**config.mk**
```make
export PLATFORM = sky130hd
export DESIGN_NAME = fetch_xlate_queue
export DESIGN_NICKNAME = d
export VERILOG_FILES = /design/src/rtl/fetch_xlate_queue.sv
export SDC_FILE = /design/constraint.sdc
export NUM_CORES = 1
export LEC_CHECK = 0
export ABC_CLOCK_PERIOD_IN_PS = 9030
export CORE_AREA = 5 5 115 117
export DETAILED_ROUTE_END_ITERATION = 8
export DIE_AREA = 0 0 120 122
export GPL_TIMING_DRIVEN = 0
export PLACE_DENSITY = 0.91
export SYNTH_ARGS = -nofsm -noshare
export SYNTH_HDL_FRONTEND = slang
export SYNTH_SLANG_ARGS = --single-unit
```
**constraint.sdc**
```tcl
create_clock -name clk -period 9.03 [get_ports clk]
set_input_delay 1.3545 -clock clk [delete_from_list [all_inputs] [get_ports clk]]
set_output_delay 1.3545 -clock clk [all_outputs]
set_load 0.03 [all_outputs]
```
**src/rtl/fetch_xlate_queue.sv**
```systemverilog
// Fetch translation queue: checks translated fetch addresses for exceptions and buffers them for the icache.
// Optional macro FETCH_ADEF_CHECK_EN enables the fetch address alignment (ADEF) check.
module fetch_xlate_queue #(
  parameter int DEPTH = 2
) (
  input  logic                         clk,
  input  logic                         reset,
  input  logic                         flush,
  input  logic                         in_valid,
  output logic                         in_ready,
  input  logic [31:0]                  in_vaddr,
  input  logic [19:0]                  in_tag,
  input  logic [7:0]                   in_index,
  input  logic [3:0]                   in_offset,
  input  logic                         in_direct,
  input  logic                         in_tlb_found,
  input  logic                         in_tlb_v,
  input  logic [1:0]                   in_tlb_plv,
  input  logic [1:0]                   in_mat,
  input  logic [1:0]                   csr_plv,
  output logic                         out_valid,
  input  logic                         out_ready,
  output logic [31:0]                  out_vaddr,
  output logic [31:0]                  out_paddr,
  output logic                         out_uncached,
  output logic                         out_excp,
  output logic [5:0]                   out_ecode,
  output logic                         o_dbg_state,
  output logic [$clog2(DEPTH+1)-1:0]   o_dbg_count
);
  localparam int PW = $clog2(DEPTH);
  localparam int CW = $clog2(DEPTH + 1);
  localparam logic [CW-1:0] FULL = CW'(DEPTH);
  localparam logic [5:0] ECODE_ADEF = 6'h08;
  localparam logic [5:0] ECODE_TLBR = 6'h3F;
  localparam logic [5:0] ECODE_PIF  = 6'h03;
  localparam logic [5:0] ECODE_PPI  = 6'h07;

  typedef enum logic {ST_RUN = 1'b0, ST_HOLD = 1'b1} state_t;

  state_t          r_state, w_state_nxt;
  logic [31:0]     r_vaddr [DEPTH];
  logic [31:0]     r_paddr [DEPTH];
  logic            r_unc   [DEPTH];
  logic            r_excp  [DEPTH];
  logic [5:0]      r_ecode [DEPTH];
  logic [PW-1:0]   r_wptr, r_rptr;
  logic [CW-1:0]   r_count;

  logic            w_adef, w_excp, w_push, w_pop;
  logic [5:0]      w_ecode;

  // Handshakes: a transfer happens on a cycle where valid && ready are both high at the
  // rising edge; flush cancels any transfer in its cycle. in_ready uses registered state only.
  assign in_ready  = (r_state == ST_RUN) && (r_count != FULL);
  assign out_valid = (r_count != '0);
  assign w_push    = in_valid && in_ready && !flush;
  assign w_pop     = out_valid && out_ready && !flush;

  assign out_vaddr    = r_vaddr[r_rptr];
  assign out_paddr    = r_paddr[r_rptr];
  assign out_uncached = r_unc[r_rptr];
  assign out_excp     = r_excp[r_rptr];
  assign out_ecode    = r_ecode[r_rptr];
  assign o_dbg_state  = r_state;
  assign o_dbg_count  = r_count;

`ifdef FETCH_ADEF_CHECK_EN
  assign w_adef = (in_vaddr[1:0] != 2'b00);
`else
  assign w_adef = 1'b0;
`endif

  always_comb begin
    w_excp  = 1'b1;
    w_ecode = 6'h00;
    if (w_adef)                          w_ecode = ECODE_ADEF;
    else if (!in_direct && !in_tlb_found) w_ecode = ECODE_TLBR;
    else if (!in_direct && !in_tlb_v)     w_ecode = ECODE_PIF;
    else if (!in_direct && (csr_plv > in_tlb_plv)) w_ecode = ECODE_PPI;
    else                                 w_excp  = 1'b0;
  end

  // Fetch stops after the first faulting entry until the pipeline flushes.
  always_comb begin
    w_state_nxt = r_state;
    if (flush)                 w_state_nxt = ST_RUN;
    else if (w_push && w_excp) w_state_nxt = ST_HOLD;
  end

  always_ff @(posedge clk) begin
    if (reset) begin
      r_state <= ST_RUN;
      r_wptr  <= '0;
      r_rptr  <= '0;
      r_count <= '0;
      for (int i = 0; i < DEPTH; i++) begin
        r_vaddr[i] <= '0;
        r_paddr[i] <= '0;
        r_unc[i]   <= 1'b0;
        r_excp[i]  <= 1'b0;
        r_ecode[i] <= '0;
      end
    end else begin
      r_state <= w_state_nxt;
      if (flush) begin
        r_wptr  <= '0;
        r_rptr  <= '0;
        r_count <= '0;
      end else begin
        if (w_push) begin
          r_vaddr[r_wptr] <= in_vaddr;
          r_paddr[r_wptr] <= {in_tag, in_index, in_offset};
          r_unc[r_wptr]   <= (in_mat == 2'b00) && !w_excp;
          r_excp[r_wptr]  <= w_excp;
          r_ecode[r_wptr] <= w_ecode;
          r_wptr          <= r_wptr + PW'(1);
        end
        if (w_pop) r_rptr <= r_rptr + PW'(1);
        case ({w_push, w_pop})
          2'b10:   r_count <= r_count + CW'(1);
          2'b01:   r_count <= r_count - CW'(1);
          default: r_count <= r_count;
        endcase
      end
    end
  end
endmodule

```
==> impl_metrics.ini, run 1 <==
[synthesis]
ys_seq_elements = 142
yosysWarnings = 0
ys_top_cells_by_area = sky130_fd_sc_hd__edfxtp_1 65%, sky130_fd_sc_hd__mux2_2 12%, sky130_fd_sc_hd__and2_1 9.1%
syn_area_um2 = 6290
ys_types = 36
netlist.top_cell.by_area = sky130_fd_sc_hd__edfxtp_1
post_synth.cell_area_avg_um2 = 15.2
yosysSeqAreaShare = 0.668
postSynthNetCount = 495
netlist.area_leader.share = 0.649
synthArstFlopShare = 0
ys_dominant_reg_cell = sky130_fd_sc_hd__edfxtp_1
synth_enable_flop_cells = 136
syn_inst = 414

[detailed_routing]
drtPass1Iterations = 4
ant_nets = 0
wirelength_um = 13700
ratio_of_routed_vias_to_standard_cells = 5.10
avgRoutedWirePerCell_um = 18.2
drc = 0
first_iter_violations = 196
detailroute.via_count = 3844

[floorplanning]
placement_rows = 41
core_area_um2 = 12300
top_level_ports = 155
die_w_um = 120
die_area_um2 = 14600
die_height_um = 122
initial_core_util = 0.513

[clock_tree]
postCtsSetupBuffers = 0
clkLatencyLatePin_ps = 410
ctsHoldBuffers = 0
cts.reportedPaths.clkPinSlew_ps = 50
clock_tree.buffer_depth = 2
htreeDepth = 4
post_cts_resize_count = 0
cts_buffers = 17
cts_sinks = 142
root_buffer = sky130_fd_sc_hd__clkbuf_16
cts_tree = yes

[timing]
worst-slew-pin-transition_ps = 669
endpoints_failing_setup = 0
timing.final.crit_period_ps = 4410
grt_setup_unrepaired = false
achievable-frequency_mhz = 227
finClkSkew_ps = 4.68
maxSlewViolCount = 0
report.final.hold_viol_count = 0
max-slew-margin-rel = 0.554
finalSetupTns_ps = 0
layout_setup_ws_ps = 4620
final_min_period_over_clock_period = 0.488

[critical_path]
worst_ep_arrival_time_ps = 3050
crit_path_cell_trace = clkbuf_1 -> buf_2 -> buf_1 -> mux2_2 -> buf_4 -> clkdlybuf4s50_1
classification_of_the_worst_setup_path = flop to primary output
worst_r2r_path_depth = 5
critical_path.top_delay_family = buffers and inverters
critical_path_peak_fanout = 10
start_kind = flop
cp_num_buf_inv = 5
endpoint_kind = primary output
critical_path_depth = 6
worstPathRequired_ps = 7680
timing.critical_path.slowest_stage_cell = sky130_fd_sc_hd__clkdlybuf4s50_1
cpPeakStageDelay_ps = 580

[placement]
dp_slack_ps = 4990
placed_cells_incl_taps = 721
place_hpwl_um = 9600
port_buffers = 154
routabilityCongestion = 0.805

[grt]
use_met3 = 0.0655
use_met2 = 0.344
global_route.peak_usage_layer = met2
grt_first_pass_wirelength_um = 21400
grt_antenna_before_repair = 0
grt_start_max_net_pins = 40
track_usage = 0.195
grt_pass1_vias = 4276
grt_remaining_overflow = 0
met1_usage = 0.218

[pwr]
totalPowerFinal_mw = 1.69
cellLeakagePower_nw = 3.30
power_per_cell_area_nw_per_um2 = 194
vdd_drop_max_mv = 0.0973

[cells_and_area]
antenna_cells_inserted = 0
final_net_count = 671
stdcell_count = 753
area_delta_synth_final_pct = 38.3
final_cell_mix = 154 x sky130_fd_sc_hd__clkdlybuf4s50_1, 136 x sky130_fd_sc_hd__edfxtp_1, 92 x sky130_fd_sc_hd__and2_1
layout.cells.most_common = sky130_fd_sc_hd__clkdlybuf4s50_1
drive_gt1_frac = 0.259

[hold_path]
worst_hold_path_type = flop to flop
min_path_cells = 2

[flow_run]
cap_violations = 0

[outcome]
status = finished, final reports clean
power by group:
group | leakage (nW) | total, mW | switching [mW] | internal (mW)
combinational | 1.53 | 0.209 | 0.107 | 0.102
sequential | 1.47 | 0.768 | 0.00940 | 0.759
clock | 0.290 | 0.708 | 0.252 | 0.456
total | 3.30 | 1.69 | 0.368 | 1.32
sequential cells by signal, indices dropped and copies added, names as in the netlist, named ones only:
name         cells
o_dbg_count      2
r_paddr         64
r_ecode          4
r_rptr           1
r_excp           2
r_unc            2
r_wptr           1
o_dbg_state      1
r_vaddr         64
layout make-up:
type / instances / area, um^2
Clock inverter: 14 / 174
Buffer: 27 / 141
Inverter: 4 / 15.0
Timing Repair Buffer: 157 / 1600
Sequential cell: 142 / 4200
Clock buffer: 18 / 429
Multi-Input combinational cell: 241 / 1950
Fill cell: 817 / 3550
Tap cell: 150 / 188
cells in the mapped netlist, drive strengths merged, types with 3 or more instances:
library cell,instances
nand2,3
dfxtp,6
mux2,68
inv,4
clkbuf,14
edfxtp,136
and2,132
ha,3
nor2,8
buf,13
routing by layer:
layer  vias up  share of wire
met2       127           0.52
met4         0          0.023
met1      1866           0.40
li1       1830              -
met5         -              0
met3        21          0.058
worst min-delay path, stage by stage, from the launching register on:
cell and delay (ps):
sky130_fd_sc_hd__dfxtp_1 350, sky130_fd_sc_hd__nand2_1 70, sky130_fd_sc_hd__o31ai_1 50
stage by stage:
| step | utilization | cell area (um^2) | hold slack (ps) |
|---|---|---|---|
| after detailed placement | 0.661 | 8100 | 514 |
| after global routing | 0.710 | 8710 | 553 |
| after global placement | 0.654 | 8020 | 487 |
| final | 0.710 | 8710 | 524 |
| after floorplan | - | 6290 | 472 |
| after CTS | 0.710 | 8710 | 523 |
kinds of logic (layout without fill, tap and decap cells):
logic type | count (synthesis) | count (layout) | share of synthesized area
mux | 68 | 68 | 0.122
flops | 142 | 142 | 0.668
buf+inv | 31 | 220 | 0.0248
xor+xnor | 4 | 4 | 0.00557
compound gates | 9 | 9 | 0.00915
fa+ha+maj | 3 | 3 | 0.00596
simple gates | 157 | 157 | 0.165
worst paths after layout:
kind / from / end / slack [ps]
setup / recovery: flop / out_ecode[4] / 4620
hold / removal: o_dbg_state / o_dbg_state / 520
setup reg to reg: o_dbg_count[0] / r_vaddr[0][4] / 6860
hold reg to reg: o_dbg_state / o_dbg_state / 520
(Power assumes the default switching activity.)
==> run 2, diff against run 1 <==
==> config.mk (replaced) <==
export PLATFORM = sky130hd
export DESIGN_NAME = fetch_xlate_queue
export DESIGN_NICKNAME = d
export VERILOG_FILES = /design/src/rtl/fetch_xlate_queue.sv
export SDC_FILE = /design/constraint.sdc
export NUM_CORES = 1
export LEC_CHECK = 0
export ABC_CLOCK_PERIOD_IN_PS = 4150
export CORE_AREA = 5 5 119 121
export DETAILED_ROUTE_END_ITERATION = 8
export DIE_AREA = 0 0 124 126
export GPL_TIMING_DRIVEN = 0
export PLACE_DENSITY = 0.86
export SYNTH_ARGS = -nofsm -noshare
export SYNTH_HDL_FRONTEND = slang
export SYNTH_SLANG_ARGS = --single-unit
==> constraint.sdc (replaced) <==
create_clock -name clk -period 4.15 [get_ports clk]
set_input_delay 0.6225 -clock clk [delete_from_list [all_inputs] [get_ports clk]]
set_output_delay 0.6225 -clock clk [all_outputs]
set_load 0.03 [all_outputs]
==> run 2 against run 1 <==
Effect of this change: power grew 110%; first-iteration DRC count rose by 14%; clock power is 110% higher; critical endpoint is now out_ecode[1]; largest power group unchanged.
==> impl_metrics.ini, run 2 (synthesis results as in run 1) <==
[floorplanning]
die_area_um2 = 15600
die_w_um = 124
placement_rows = 42
core_area_um2 = 13000
die_height_um = 126
initial_core_util = 0.485
top_level_ports = 155

[cells_and_area]
layout.cells.most_common = sky130_fd_sc_hd__clkdlybuf4s50_1
fill_cells = 920
stdcell_count = 779
final_net_count = 671
area_delta_synth_final_pct = 38.6
drive_gt1_frac = 0.259
registers_with_the_highest_flip_flop_counts = r_paddr (64), r_vaddr (64), r_ecode (4)
antenna_cells_inserted = 0
post_layout_utilization_of_the_core = 0.672
final_cell_mix = 154 x sky130_fd_sc_hd__clkdlybuf4s50_1, 136 x sky130_fd_sc_hd__edfxtp_1, 92 x sky130_fd_sc_hd__and2_1

[clock_tree]
postCtsSetupBuffers = 0
clkLatencyLatePin_ps = 410
cts.reportedPaths.clkPinSlew_ps = 60
cts_buffers = 17
post_cts_resize_count = 0
cts_tree = yes
ctsHoldBuffers = 0
clock_tree.buffer_depth = 2
htreeDepth = 4
root_buffer = sky130_fd_sc_hd__clkbuf_16
cts_sinks = 142

[detailed_routing]
detailroute.via_count = 3848
avgRoutedWirePerCell_um = 17.7
ratio_of_routed_vias_to_standard_cells = 4.94
drtPass1Iterations = 4
first_iter_violations = 223
drc = 0
ant_nets = 0
wirelength_um = 13800

[critical_path]
crit_path_cell_trace = clkbuf_1 -> buf_2 -> buf_1 -> mux2_2 -> buf_4 -> clkdlybuf4s50_1
worstPathRequired_ps = 3530
endpoint_kind = primary output
critical_path_peak_fanout = 10
timing.critical_path.slowest_stage_cell = sky130_fd_sc_hd__clkdlybuf4s50_1
worst_ep_arrival_time_ps = 3060
start_kind = flop
cpPeakStageDelay_ps = 580
classification_of_the_worst_setup_path = flop to primary output

[hold_path]
worst_hold_path_type = flop to flop

[grt]
grt_antenna_before_repair = 0
grt_pass1_vias = 4292
grt_first_pass_wirelength_um = 21700
grt_start_max_net_pins = 56
grt_remaining_overflow = 0
track_usage = 0.185

[placement]
place_hpwl_um = 9630
routabilityCongestion = 0.791
port_buffers = 154
placed_cells_incl_taps = 747

[timing]
grt_setup_unrepaired = false
final_min_period_over_clock_period = 0.887
achievable-frequency_mhz = 272
finalSetupTns_ps = 0
max-slew-margin-rel = 0.587
finClkSkew_ps = 10.1
timing.final.crit_period_ps = 3680
worst-slew-pin-transition_ps = 619
report.final.hold_viol_count = 0
hold_ws_ps = 508
endpoints_failing_setup = 0
maxSlewViolCount = 0

[pwr]
power.share.combinational = 0.126
share_seq_of_total_power = 0.464
power_per_cell_area_nw_per_um2 = 414
internal-power_mw = 2.81
pwr-share-clk = 0.410
netSwitchingPower_mw = 0.802
cellLeakagePower_nw = 3.29
power.share.switching = 0.222
vdd_drop_max_mv = 0.246

[outcome]
status = finished, final reports clean

[flow_run]
cap_violations = 0
run 2: cell count changes in the layout (fill, tap and decap cells not counted):
cell,previous run,this run
sky130_fd_sc_hd__clkinv_2,3,4
sky130_fd_sc_hd__clkinvlp_4,2,1
sky130_fd_sc_hd__clkinv_4,1,2
sky130_fd_sc_hd__bufinv_16,4,3
sky130_fd_sc_hd__buf_16,0,1
sky130_fd_sc_hd__buf_12,3,2
run 2: cell type report:
cell class	instances	area, um^2	share of cell area
buffer	27	141	0.0162
clock buffer	18	429	0.0492
clock inverter	14	150	0.0172
inverter	4	15.0	0.00172
multi-input combinational	241	1950	0.224
sequential	142	4200	0.482
tap	176	220	0.0252
timing repair buffer	157	1610	0.184
run 2: layer usage:
layer  track usage  vias up  part of all wire
li1              -     1835                 -
met2         0.316      138              0.51
met3        0.0570       23             0.066
met4        0.0728        0             0.020
met5             0        -                 0
met1         0.216     1852              0.40
run 2: final timing paths:
kind / start / endpoint / slack, ps / cells after the start
worst min register to register: r_rptr / r_rptr / 510 / 2
worst min-delay path: r_rptr / r_rptr / 510 / 2
worst max-delay path: flop / out_ecode[1] / 470 / 6
worst max register to register: o_dbg_count[1] / r_vaddr[0][5] / 1940 / 5
run 2: worst max-delay path: cells and delay by family (launching register included):
family	cells	cell delay, ps
DFF	1	300
muxes	1	450
buffers and inverters	5	1900
run 2: stage by stage:
| stage | setup slack, ps | total power, mW | area, um^2 |
|---|---|---|---|
| finish | 471 | 3.61 | 8720 |
| global route | 282 | 3.74 | 8720 |
| CTS | 362 | 3.64 | 8720 |
| detailed placement | 827 | 2.16 | 8140 |
| global placement | -734 | 2.14 | 8060 |
| floorplan | 698 | 1.93 | 6300 |
run 2: power by group through the flow:
stage / registers (mW) / logic [mW] / clock network (mW)
2_1_floorplan: 1.70 / 0.232 / 0
3_3_place_gp: 1.70 / 0.441 / 0
3_5_place_dp: 1.70 / 0.460 / 0
4_1_cts: 1.67 / 0.463 / 1.51
5_1_grt: 1.68 / 0.485 / 1.57
6_report: 1.67 / 0.456 / 1.48
==> run 3, diff against run 2 <==
==> constraint.sdc (replaced) <==
create_clock -name clk -period 4.15 [get_ports clk]
set_input_delay 0.6225 -clock clk [delete_from_list [all_inputs] [get_ports clk]]
set_output_delay 0.6225 -clock clk [all_outputs]
set_load 0.005 [all_outputs]
==> results of run 3 <==
Same layout as run 2 (identical final DEF). Status: finished, final reports clean.
Among the figures that moved: setup slack after placement 827 ps -> 974 ps; setup slack after layout 471 ps -> 618 ps; total power 3.61 mW -> 3.51 mW
